===== src/rtl/instruction_fetch_buffer.sv =====
// rtl/instruction_fetch_buffer.sv - sequential fetch stage with {pc, instr} queue toward decode; FETCH_C_EXT_EN enables 16-bit fetch
`ifndef XLEN
`define XLEN 32
`endif

module instruction_fetch_buffer #(
  parameter int              XLEN         = `XLEN,
  parameter int              DEPTH        = 4,
  parameter logic [XLEN-1:0] RESET_VECTOR = '0
) (
  input  logic            clk,
  input  logic            reset,
  output logic [XLEN-1:0] imem_addr,
  input  logic [31:0]     imem_instruction,
  input  logic            redirect_valid,
  input  logic [XLEN-1:0] redirect_pc,
  output logic            out_valid,
  input  logic            out_ready,
  output logic [XLEN-1:0] out_pc,
  output logic [31:0]     out_instr,
  output logic            out_is_compressed
);

  localparam int            PW         = $clog2(DEPTH);
  localparam logic [PW:0]   FULL_COUNT = (PW + 1)'(DEPTH);

  logic [XLEN-1:0]  fetch_pc_q, fetch_pc_d;
  logic [PW-1:0]    rd_ptr_q, rd_ptr_d;
  logic [PW-1:0]    wr_ptr_q, wr_ptr_d;
  logic [PW:0]      count_q, count_d;

  logic [XLEN-1:0]  pc_mem_q    [DEPTH];
  logic [31:0]      instr_mem_q [DEPTH];
  logic [DEPTH-1:0] isc_mem_q;

  logic             is_c;
  logic [XLEN-1:0]  pc_step;
  logic [XLEN-1:0]  redirect_target;
  logic [XLEN-1:0]  reset_pc;
  logic             pop;
  logic             push;

`ifdef FETCH_C_EXT_EN
  // Variable-length fetch: anything not ending in 2'b11 is a 16-bit instruction.
  assign is_c            = (imem_instruction[1:0] != 2'b11);
  assign redirect_target = redirect_pc & ~XLEN'(1);
  assign reset_pc        = RESET_VECTOR & ~XLEN'(1);
`else
  // Fixed 32-bit fetch: every PC is kept word-aligned.
  assign is_c            = 1'b0;
  assign redirect_target = redirect_pc & ~XLEN'(3);
  assign reset_pc        = RESET_VECTOR & ~XLEN'(3);
`endif

  assign pc_step = is_c ? XLEN'(2) : XLEN'(4);

  // A full queue can still take a fetch in the cycle decode drains its head.
  assign pop  = out_valid & out_ready;
  assign push = !redirect_valid & ((count_q != FULL_COUNT) | pop);

  assign imem_addr         = fetch_pc_q;
  assign out_valid         = (count_q != '0);
  assign out_pc            = pc_mem_q[rd_ptr_q];
  assign out_instr         = instr_mem_q[rd_ptr_q];
  assign out_is_compressed = isc_mem_q[rd_ptr_q];

  // Next-state: redirect flushes and restarts, otherwise push/pop bookkeeping.
  always_comb begin
    fetch_pc_d = fetch_pc_q;
    rd_ptr_d   = rd_ptr_q;
    wr_ptr_d   = wr_ptr_q;
    count_d    = count_q;
    if (redirect_valid) begin
      fetch_pc_d = redirect_target;
      rd_ptr_d   = '0;
      wr_ptr_d   = '0;
      count_d    = '0;
    end else begin
      if (push) begin
        wr_ptr_d   = wr_ptr_q + PW'(1);
        fetch_pc_d = fetch_pc_q + pc_step;
      end
      if (pop) begin
        rd_ptr_d = rd_ptr_q + PW'(1);
      end
      count_d = count_q + {{PW{1'b0}}, push} - {{PW{1'b0}}, pop};
    end
  end

  // Control state; reset overrides redirect and handshake.
  always_ff @(posedge clk) begin
    if (reset) begin
      fetch_pc_q <= reset_pc;
      rd_ptr_q   <= '0;
      wr_ptr_q   <= '0;
      count_q    <= '0;
    end else begin
      fetch_pc_q <= fetch_pc_d;
      rd_ptr_q   <= rd_ptr_d;
      wr_ptr_q   <= wr_ptr_d;
      count_q    <= count_d;
    end
  end

  // Entry storage; contents are only meaningful while counted, so no reset.
  always_ff @(posedge clk) begin
    if (!reset && push) begin
      pc_mem_q[wr_ptr_q]    <= fetch_pc_q;
      instr_mem_q[wr_ptr_q] <= imem_instruction;
      isc_mem_q[wr_ptr_q]   <= is_c;
    end
  end

endmodule

===== config.mk =====
export PLATFORM = sky130hd
export DESIGN_NAME = instruction_fetch_buffer
export DESIGN_NICKNAME = d
export VERILOG_FILES = /design/src/rtl/instruction_fetch_buffer.sv
export SDC_FILE = /design/constraint.sdc
export NUM_CORES = 1
export LEC_CHECK = 0
export ABC_CLOCK_PERIOD_IN_PS = 8000
export CORE_UTILIZATION = 40
export CTS_BUF_LIST = sky130_fd_sc_hd__clkbuf_8 sky130_fd_sc_hd__clkbuf_16
export CTS_CLUSTER_SIZE = 10
export DETAILED_ROUTE_END_ITERATION = 8
export HOLD_SLACK_MARGIN = 0.08
export MAX_ROUTING_LAYER = met4
export PLACE_DENSITY = 0.74
export SLEW_MARGIN = 20
export SYNTH_ARGS = -nofsm -noshare
export SYNTH_HDL_FRONTEND = slang
export SYNTH_SLANG_ARGS = --single-unit

===== constraint.sdc =====
create_clock -name clk -period 8 [get_ports clk]
set_input_delay 1.2 -clock clk [delete_from_list [all_inputs] [get_ports clk]]
set_output_delay 1.2 -clock clk [all_outputs]
set_load 0.02 [all_outputs]

==> summary.md, run 1 <==
| Metric | Value |
|---|---|
| Outcome | `finished, final reports clean` |
| Slew HR | `30.8%` |
| Area delta synth->final | `26.0%` |
| Final wirelength | `24,100 um` |
| Post-Syn Instances | `613` |
| Mapped Area | `0.0113 mm^2` |
| Worst EP arrival | `about 3.1 ns` |
| Most frequent cells in the layout | `edfxtp_1 (252), clkdlybuf4s50_1 (159), mux4_2 (63), nor2_1 (38), dfxtp_1 (37)` |
| Overall Global Routing Usage | `between 15 and 20%` |
| Post-synthesis sequential area ratio | `73.6%` |
| Post_cts resized | `0` |
| Critical path depth in cells | `3` |
| Final Setup Violations | `0` |
| Vias | `6,228` |
| Critical path type | `reg -> out` |
| Clk buf depth | `3` |
| Flops & latches, synth | `291` |
| Register area | `0.00836 mm^2` |
| Slew Viols, Final | `0` |
| Fin area | `0.0143 mm^2` |
| Wire per inst | `about 20 um` |
| Fmax achieved | `0.232 GHz` |
| Worst skew pair latency | `0.50 ns` |
| Commonest non-fill, non-tap cell in the layout | `edfxtp_1` |
| Final Hold Vio Count | `0` |
| CP Buf/Inv Count | `2` |
| CTS tree | `built` |
| Hold Path Depth | `2` |
| Vias per inst | `5.29` |
| Drt pass-1 iters | `5` |
| Core Util, Final | `51.3%` |
| Rows | `slightly above 60` |
| Tmin final | `4.31 ns` |
| ANT cells | `0` |
| Clock sink count | `291` |
| Synth Warn # | `0` |
| Post-CTS setup buffers | `0` |
| Critical-path cell list | `buf_4 -> mux4_2 -> clkdlybuf4s50_1` |
| Initial antenna violation count | `0` |
| CP Capture Type | `primary output` |
| Synthesized area per cell | `18.5 um^2` |
| Largest net degree at the start of global routing | `63` |
| Global route total overflow | `0` |
| Buffers on Ports | `approximately 160` |
| H-tree depth | `2` |
| Share of layout cells above drive strength 1 | `between 10% and 20%` |
| CTS root buf | `clkbuf_16` |
| Vias in the first global route | `6,455` |
| P per Cell Area | `234 mW/mm^2` |
| Worst Tran Pin Value | `roughly 1.0 ns` |
| CTS clk-pin slew, worst paths | `approximately 0.050 ns` |
| Min-delay worst type | `reg -> reg` |
| Placed cell area | `0.0133 mm^2` |
| Die area | `0.0290 mm^2` |
| Io pins | `166` |
| Total clock buffers created by CTS | `35` |
| Worst Path Required | `6.80 ns` |
| Final cycle utilization of the critical path | `53.8%` |
| Worst Skew | `0.0142 ns` |
| Reg2reg path depth | `4` |
| Count of cell types in the netlist | `47` |
| Max Cap Viol | `0` |
| Final TNS setup | `0 ns` |
| DRT iter0 DRCs | `532` |
| Delay-heaviest family, CP | `buffers and inverters` |
| DR DRC count | `0` |
| Chip Width | `170 um` |
| Type of origin of the critical path | `flip-flop` |
| Nets | `~850` |
| CORE AREA | `approximately 0.028 mm^2` |
| Die height | `170 um` |
| Final ANT Viol Nets | `0` |
| Critical Path Slowest Stage Cell | `buf_4` |
| Hold_buf cts | `0` |
| Worst stage delay on the critical path | `0.81 ns` |
| Multi-input gate area | `around 0.0028 mm^2` |
| Leakage power | `roughly 4.6 nW` |
| Worst-path maximum fanout | `45` |
| RSZ-0062 raised after global routing | `no` |
| Placer Congestion | `0.758` |
| Fill cells | `2,280` |
| DPL Wire Length | `13,800 um` |
| Starting density of the core | `40.7%` |
| VDD IR max | `about 0.11 mV` |
| First-pass GRT wire length | `36,700 um` |
-- final timing paths --
check             endpoint          from  slack, ns
max reg2reg  imem_addr[17]  imem_addr[4]       5.13
min            wr_ptr_q[1]   wr_ptr_q[1]       0.50
max             out_pc[29]     flip-flop       3.69
min reg2reg    wr_ptr_q[1]   wr_ptr_q[1]       0.50
-- final cells by class --
cell class | count | share of cell area, %
flip-flops and latches | 291 | 58.5
multi-input cells | 279 | 19.7
repair buffers | 163 | 11.3
clock buffers | 37 | 6.32
well taps | 378 | 3.31
clock inverters | 22 | 0.683
inverters | 8 | 0.210
-- stage by stage --
stage | hold slack [ns] | worst slack (ns) | std cells | total power, mW
3_5_place_dp | 0.498 | 3.60 | 1119 | 2.01
4_1_cts | 0.505 | 3.53 | 1178 | 3.39
5_1_grt | 0.528 | 3.41 | 1178 | 3.46
3_3_place_gp | 0.483 | 3.64 | 1119 | 2.00
6_report | 0.505 | 3.69 | 1178 | 3.35
2_1_floorplan | 0.465 | 3.89 | 616 | 1.87
-- power breakdown --
part | total [mW] | leakage (nW) | internal, mW | switching, mW
Clock | 1.37 | 0.557 | 0.807 | 0.567
Combinational | 0.240 | 1.38 | 0.120 | 0.120
Sequential | 1.73 | 2.64 | 1.69 | 0.0374
Total | 3.35 | 4.58 | 2.62 | 0.724
-- synthesized netlist by cell type (all sizes together) --
master | count | share of area (%)
edfxtp | 252 | 67
mux4 | 63 | 13
dfxtp | 39 | 6.9
nor2 | 38 | 1.3
clkbuf | 24 | 0.79
nand2 | 21 | 0.70
a311oi | 18 | 1.4
or4 | 17 | 1.1
nand3 | 15 | 0.66
o31ai | 15 | 0.99
buf | 14 | 0.72
nand4 | 11 | 0.72
xor2 | 8 | 0.62
and4 | 7 | 0.55
inv | 7 | 0.23
a211oi | 6 | 0.40
ha | 6 | 0.66
a21oi | 5 | 0.22
and2 | 5 | 0.28
o21ai | 5 | 0.22
or3 | 5 | 0.29
nor2b | 4 | 0.22
nor3 | 4 | 0.18
nor3b | 3 | 0.20
and3 | 2 | 0.11
nor4 | 2 | 0.11
o21bai | 2 | 0.13
or2 | 2 | 0.11
xnor2 | 2 | 0.15
a2111oi | 1 | 0.077
a211o | 1 | 0.077
a21o | 1 | 0.066
a31oi | 1 | 0.055
and3b | 1 | 0.077
clkinv | 1 | 0.033
conb | 1 | 0.033
fa | 1 | 0.18
nor4b | 1 | 0.077
o31a | 1 | 0.077
or4b | 1 | 0.088
-- flip-flops by register name, summed over array words and instances, names as in the netlist, named ones only --
register and cells:
wr_ptr_q 2, rd_ptr_q 2, pc_mem_q 120, isc_mem_q 4
count_q 3, imem_addr 30, instr_mem_q 128
-- metal layers --
layer,up-vias,track usage [%],part of all wire (%)
li1,2839,-,-
met1,3152,22.4,44
met2,206,28.1,49
met3,31,3.98,6.3
met4,0,4.39,1.5
met5,-,-,0
-- worst register-to-register path, delay by kind of cell (launching register included) --
family | cells | cell delay, ns
DFF | 1 | 0.54
and+or+nand+nor | 3 | 1.95
AOI/OAI and AO/OA | 1 | 0.29
-- kinds of logic (layout without fill, tap and decap cells) --
kind of cell / Yosys count / count (layout) / synth area share (%)
DFF: 291 / 291 / 73.6
muxes: 63 / 63 / 12.5
buffers and inverters: 46 / 230 / 1.78
adders and majority gates: 7 / 7 / 0.838
other: 1 / 4 / 0.0331
xor gates and xnor gates: 10 / 10 / 0.772
and+or+nand+nor: 139 / 139 / 6.76
AOI/OAI and AO/OA: 56 / 56 / 3.71
(Power assumes the default switching activity.)
==> run 2: changes to the inputs <==
--- a/config.mk
+++ b/config.mk
@@ -5,7 +5,7 @@
 export SDC_FILE = /design/constraint.sdc
 export NUM_CORES = 1
 export LEC_CHECK = 0
-export ABC_CLOCK_PERIOD_IN_PS = 8000
+export ABC_CLOCK_PERIOD_IN_PS = 4080
 export CORE_UTILIZATION = 40
 export CTS_BUF_LIST = sky130_fd_sc_hd__clkbuf_8 sky130_fd_sc_hd__clkbuf_16
 export CTS_CLUSTER_SIZE = 10
==> constraint.sdc (replaced) <==
create_clock -name clk -period 4.08 [get_ports clk]
set_input_delay 0.612 -clock clk [delete_from_list [all_inputs] [get_ports clk]]
set_output_delay 0.612 -clock clk [all_outputs]
set_load 0.02 [all_outputs]
==> run 2 against run 1 <==
Net effect: utilization increased by 0.094 points; non-clock buffer count increased by 4; global-route usage down 0.32 points; sequential share of layout area decreased by 0.11 points; first-iteration DRC count fell by 28%; register-to-register slack got worse by 3.7 ns; power increased by 96%; clock skew is 0.0067 ns lower; clock power grew 97%; flip-flop and latch count stayed put; critical path type unchanged; largest cell class unchanged; highest routed layer unchanged.
==> summary.md, run 2 (same netlist as run 1, synthesis figures left out) <==
| Metric | Value |
|---|---|
| Die height | `170 um (unchanged)` |
| Chip Width | `170 um (unchanged)` |
| Post-CTS setup buffers | `0 (unchanged)` |
| Outcome | `finished, final reports clean (unchanged)` |
| Area delta synth->final | `26.3% (was 26.0%)` |
| Drt pass-1 iters | `5 (unchanged)` |
| Total clock buffers created by CTS | `35 (unchanged)` |
| Die area | `0.0290 mm^2 (unchanged)` |
| Overall Global Routing Usage | `17.1% (was 17.4%)` |
| Worst skew pair latency | `0.50 ns (about the same)` |
| Worst Tran Pin Value | `1.01 ns (was 1.04 ns)` |
| Placer Congestion | `0.761 (was 0.758)` |
| WHS | `0.496 ns (was 0.505 ns)` |
| Worst Path Required | `3.47 ns (was 6.80 ns)` |
| H-tree depth | `2 (unchanged)` |
| First-pass GRT wire length | `36,400 um (was 36,700 um)` |
| Global route total overflow | `0 (unchanged)` |
| Slew Viols, Final | `0 (unchanged)` |
| Vias per inst | `5.30 (was 5.29)` |
| CTS clk-pin slew, worst paths | `0.06 ns (was 0.05 ns)` |
| Number of flip-flops in the largest register | `128 (unchanged)` |
| Post_cts resized | `0 (unchanged)` |
| Largest net degree at the start of global routing | `63 (unchanged)` |
| Worst EP arrival | `2.69 ns (was 3.11 ns)` |
| Clk buf depth | `3 (unchanged)` |
| ANT cells | `0 (unchanged)` |
| Type of origin of the critical path | `flip-flop (unchanged)` |
| Fin area | `0.0143 mm^2 (about the same)` |
| Placed cell area | `0.0133 mm^2 (about the same)` |
| DR DRC count | `0 (unchanged)` |
| Final Hold Vio Count | `0 (unchanged)` |
| Io pins | `166 (unchanged)` |
| Vias in the first global route | `6,337 (was 6,455)` |
| DPL Wire Length | `14,000 um (was 13,800 um)` |
| CORE AREA | `0.0279 mm^2 (unchanged)` |
| Final wirelength | `23,800 um (was 24,100 um)` |
| Slew HR | `32.7% (was 30.8%)` |
| Vias | `6,216 (was 6,228)` |
| Worst-path maximum fanout | `27 (was 45)` |
| Min-delay worst type | `reg -> reg (unchanged)` |
| Worst Skew | `0.00744 ns (was 0.0142 ns)` |
| Initial antenna violation count | `0 (unchanged)` |
| Final TNS setup | `0 ns (unchanged)` |
| Final ANT Viol Nets | `0 (unchanged)` |
| Share of layout cells above drive strength 1 | `15.5% (was 15.1%)` |
| Final Setup Violations | `0 (unchanged)` |
| Starting density of the core | `40.7% (unchanged)` |
| Clock sink count | `291 (unchanged)` |
| CTS tree | `built (unchanged)` |
| RSZ-0062 raised after global routing | `no (unchanged)` |
| CTS root buf | `clkbuf_16 (unchanged)` |
| CP Capture Type | `primary output (unchanged)` |
| VDD IR max | `0.278 mV (was 0.111 mV)` |
| Cells after DPL | `1,123 (was 1,119)` |
| Rows | `61 (unchanged)` |
| Commonest non-fill, non-tap cell in the layout | `edfxtp_1 (unchanged)` |
| Core Util, Final | `51.4% (was 51.3%)` |
| P per Cell Area | `459 mW/mm^2 (was 234 mW/mm^2)` |
| Critical path type | `reg -> out (unchanged)` |
| Tmin final | `~3.3 ns` |
| Wire per inst | `20.3 um (was 20.5 um)` |
| Nets | `857 (was 853)` |
| Hold_buf cts | `0 (unchanged)` |
| Final cycle utilization of the critical path | `81.0%` |
| Finished Layout Cells | `1,173 (was 1,178)` |
| Max Cap Viol | `0 (unchanged)` |
| DRT iter0 DRCs | `381 (was 532)` |
| Most frequent cells in the layout | `edfxtp_1 (252), clkdlybuf4s50_1 (159), mux4_2 (63), nor2_1 (38) (was edfxtp_1 (252), clkdlybuf4s50_1 (159), mux4_2 (63), nor2_1 (38), dfxtp_1 (37))` |
| Leakage power | `4.57 nW (was 4.58 nW)` |
| Buffers on Ports | `159 (unchanged)` |
| Fmax achieved | `0.302 GHz` |
| Most flops, register | `instr_mem_q (unchanged)` |
[run 2: worst paths after layout]
path	from	end	slack, ns	depth (start not counted)
setup / recovery	flip-flop	out_pc[20]	0.77	3
hold / removal	wr_ptr_q[1]	wr_ptr_q[1]	0.50	2
setup reg to reg	imem_addr[11]	imem_addr[29]	1.43	4
hold reg to reg	wr_ptr_q[1]	wr_ptr_q[1]	0.50	2
[run 2: critical path, cell delays in order, from the launching register on]
cell and delay [ns]:
dfxtp_4 0.73, buf_4 0.34, mux4_2 0.56, clkdlybuf4s50_1 0.55
[run 2: area by class of cell]
cell class | count | area, um^2
sequential | 291 | 8360
multi-input combinational | 279 | 2810
timing repair buffer | 167 | 1660
tap | 378 | 473
clock inverter | 12 | 45.0
inverter | 8 | 30.0
fill | 2283 | 13500
clock buffer | 38 | 940
[run 2: power by group]
part           switching (mW)  internal, mW
Clock                    1.08          1.62
Combinational           0.232         0.237
Sequential             0.0764          3.32
Total                    1.39          5.18
[run 2: routing by layer]
layer	vias up	GRT usage (%)	share of wire [%]
li1	2850	-	-
met1	3118	22.4	43
met2	210	27.2	48
met3	38	3.58	6.9
met4	0	4.62	1.7
met5	-	-	0
[run 2: metrics by stage]
step	total power, mW	setup slack (ns)
2_1_floorplan	3.67	0.560
3_3_place_gp	3.93	0.855
3_5_place_dp	3.94	0.814
4_1_cts	6.63	0.669
5_1_grt	6.77	0.607
6_report	6.57	0.774
==> run 3: changes to the inputs <==
--- a/config.mk
+++ b/config.mk
@@ -5,14 +5,14 @@
 export SDC_FILE = /design/constraint.sdc
 export NUM_CORES = 1
 export LEC_CHECK = 0
-export ABC_CLOCK_PERIOD_IN_PS = 4080
+export ABC_CLOCK_PERIOD_IN_PS = 2740
 export CORE_UTILIZATION = 40
 export CTS_BUF_LIST = sky130_fd_sc_hd__clkbuf_8 sky130_fd_sc_hd__clkbuf_16
 export CTS_CLUSTER_SIZE = 10
 export DETAILED_ROUTE_END_ITERATION = 8
 export HOLD_SLACK_MARGIN = 0.08
 export MAX_ROUTING_LAYER = met4
-export PLACE_DENSITY = 0.74
+export PLACE_DENSITY = 0.76
 export SLEW_MARGIN = 20
 export SYNTH_ARGS = -nofsm -noshare
 export SYNTH_HDL_FRONTEND = slang
==> constraint.sdc (replaced) <==
create_clock -name clk -period 2.74 [get_ports clk]
set_input_delay 0.411 -clock clk [delete_from_list [all_inputs] [get_ports clk]]
set_output_delay 0.411 -clock clk [all_outputs]
set_load 0.02 [all_outputs]
==> run 3 against run 2 <==
Net effect: routed wire length grew 5.6%; sequential power grew 48%; via count grew 3.6%; clock power grew 57%; combinational power grew 64%; first-iteration DRC count grew 32%; final cell count grew 4.3%; sequential share of layout area shrank 2.2 points; worst setup slack lost 0.72 ns.
==> summary.md, run 3 (same netlist as run 1, synthesis figures left out) <==
| Metric | Value |
|---|---|
| Outcome | `finished, final reports clean (unchanged)` |
| DR DRC count | `0 (unchanged)` |
| Vias | `6,440 (was 6,216)` |
| Fin area | `0.0149 mm^2 (was 0.0143 mm^2)` |
| Placer Congestion | `0.797 (was 0.761)` |
| Slew HR | `63.9% (was 32.7%)` |
| Die area | `0.0290 mm^2 (unchanged)` |
| Total clock buffers created by CTS | `36 (was 35)` |
| Rows | `61 (unchanged)` |
| CTS root buf | `clkbuf_16 (unchanged)` |
| CP Buf/Inv Count | `2 (unchanged)` |
| Final TNS setup | `0 ns (unchanged)` |
| Worst Skew | `0.0232 ns (was 0.00744 ns)` |
| Vias per inst | `5.26 (was 5.30)` |
| Hold Startpoint | `redirect_pc[30] (was wr_ptr_q[1])` |
| Largest net degree at the start of global routing | `52 (was 63)` |
| Clock sink count | `291 (unchanged)` |
| Drt pass-1 iters | `4 (was 5)` |
| Initial antenna violation count | `3 (was 0)` |
| Overall Global Routing Usage | `18.2% (was 17.1%)` |
| Most frequent cells in the layout | `edfxtp_1 (252), clkdlybuf4s50_1 (149), mux4_2 (63), clkbuf_16 (39), nor2_1 (38) (was edfxtp_1 (252), clkdlybuf4s50_1 (159), mux4_2 (63), nor2_1 (38))` |
| Die height | `170 um (unchanged)` |
| Worst R2R Start | `imem_addr[16] (was imem_addr[11])` |
| Reg2reg path depth | `4 (unchanged)` |
| CORE AREA | `0.0279 mm^2 (unchanged)` |
| Type of origin of the critical path | `flip-flop (unchanged)` |
| Worst R2R Setup Slack | `0.30 ns (was 1.43 ns)` |
| Clk buf depth | `3 (unchanged)` |
| Final cycle utilization of the critical path | `97.9%` |
| Nets | `895 (was 857)` |
| Finished Layout Cells | `1,224 (was 1,173)` |
| Cells after DPL | `1,156 (was 1,123)` |
| Worst skew pair latency | `0.51 ns (was 0.50 ns)` |
| Tmin final | `2.68 ns` |
| Slew Viols, Final | `0 (unchanged)` |
| H-tree depth | `2 (unchanged)` |
| Worst stage delay on the critical path | `0.56 ns (was 0.73 ns)` |
| CTS clk-pin slew, worst paths | `0.06 ns (about the same)` |
| Worst Path Required | `2.33 ns (was 3.47 ns)` |
| Area delta synth->final | `31.1% (was 26.3%)` |
| Delay-heaviest family, CP | `buffers and inverters (unchanged)` |
| Global route total overflow | `0 (unchanged)` |
| Reg-to-reg endpoint | `imem_addr[29] (unchanged)` |
| VDD IR max | `0.385 mV (was 0.278 mV)` |
| P per Cell Area | `676 mW/mm^2 (was 459 mW/mm^2)` |
| Placed cell area | `0.0137 mm^2 (was 0.0133 mm^2)` |
| Worst Tran Pin Value | `0.542 ns (was 1.01 ns)` |
| DPL Wire Length | `15,900 um (was 14,000 um)` |
| Max Cap Viol | `0 (unchanged)` |
| Final Hold Vio Count | `0 (unchanged)` |
| Number of flip-flops in the largest register | `128 (unchanged)` |
| Io pins | `166 (unchanged)` |
| Hold_buf cts | `0 (unchanged)` |
| Total power | `10.1 mW (was 6.57 mW)` |
| Hold Path Depth | `3 (was 2)` |
| Commonest non-fill, non-tap cell in the layout | `edfxtp_1 (unchanged)` |
| CP Capture Type | `primary output (unchanged)` |
| Chip Width | `170 um (unchanged)` |
| Critical path type | `reg -> out (unchanged)` |
| Critical-path cell list | `buf_12 -> mux4_2 -> clkdlybuf4s50_1 (was buf_4 -> mux4_2 -> clkdlybuf4s50_1)` |
| Worst-path maximum fanout | `20 (was 27)` |
| Final Setup Violations | `0 (unchanged)` |
| Wire per inst | `20.5 um (was 20.3 um)` |
| Final ANT Viol Nets | `0 (unchanged)` |
| RSZ-0062 raised after global routing | `yes (was no)` |
| Min-delay worst type | `in -> reg (was reg -> reg)` |
| Most flops, register | `instr_mem_q (unchanged)` |
| CTS tree | `built (unchanged)` |
| Starting density of the core | `40.7% (unchanged)` |
| Hold path endpoint | `imem_addr[30] (was wr_ptr_q[1])` |
| Vias in the first global route | `6,622 (was 6,337)` |
| First-pass GRT wire length | `38,300 um (was 36,400 um)` |
| WHS | `0.488 ns (was 0.496 ns)` |
| Worst EP arrival | `2.27 ns (was 2.69 ns)` |
| DRT iter0 DRCs | `504 (was 381)` |
| Critical Path Slowest Stage Cell | `clkdlybuf4s50_1 (was dfxtp_4)` |
| Share of layout cells above drive strength 1 | `19.6% (was 15.5%)` |
| Buffers on Ports | `159 (unchanged)` |
| Leakage power | `4.96 nW (was 4.57 nW)` |
| Final wirelength | `25,100 um (was 23,800 um)` |
| Fmax achieved | `approximately 0.37 GHz` |
-- run 3: cell types whose count changed in the layout (fill, tap and decap cells not counted), sizes merged --
cell           before  now
buf                 8   45
clkdlybuf4s50     159  149
dlymetal6s2s        0   10
inv                18   26
diode               0    3
clkbuf             38   40
clkinv              2    3
-- run 3: worst reg2reg max path, cell delays in order (launching register included) --
cell,delay (ns)
dfxtp_1,0.54
nand4_2,0.19
or4_1,0.80
or4_1,0.58
a311oi_1,0.25
-- run 3: timing repair --
item | in CTS | in global routing
gates resized for setup | 0 | 10
buffers inserted | 3 | 1
endpoints found under the setup margin | 51 | 12
-- run 3: layer usage --
metal,part of all wire (%),GRT usage [%],up-vias,wire (um)
met5,0,-,-,0
met4,1.8,5.41,0,442
met3,6.1,3.60,35,1530
met2,48,28.6,195,12100
met1,44,23.9,3278,11100
li1,-,-,2932,-
-- run 3: area by class of cell --
class / instances / area, um^2
antenna: 3 / 7.51
clock buffer: 40 / 990
clock inverter: 21 / 95.1
fill: 2219 / 13000
inverter: 8 / 30.0
multi-input combinational: 279 / 2810
sequential: 291 / 8360
tap: 378 / 473
timing repair buffer: 204 / 2110
-- run 3: worst max-delay path by stage --
| stage | endpoint | slack, ns | cells after the start |
|---|---|---|---|
| floorplan | instr_mem_q[0][0] | 0.08 | 5 |
| global placement | imem_addr[22] | 0.21 | 6 |
| detailed placement | imem_addr[12] | 0.15 | 6 |
| CTS | out_pc[26] | 0.01 | 3 |
| global route | out_instr[6] | -0.005 | 3 |
| finish | out_pc[13] | 0.06 | 3 |
-- run 3: where the power goes --
group	internal (mW)	switching, mW
logic	0.386	0.386
registers	4.95	0.0857
clock network	2.57	1.68
-- run 3: metrics by stage --
stage	util (%)	setup slack, ns
final	53.4	0.0580
after global routing	53.4	-0.00483
after floorplan	-	0.0828
after global placement	49.2	0.209
after detailed placement	49.2	0.146
after CTS	53.2	0.0145
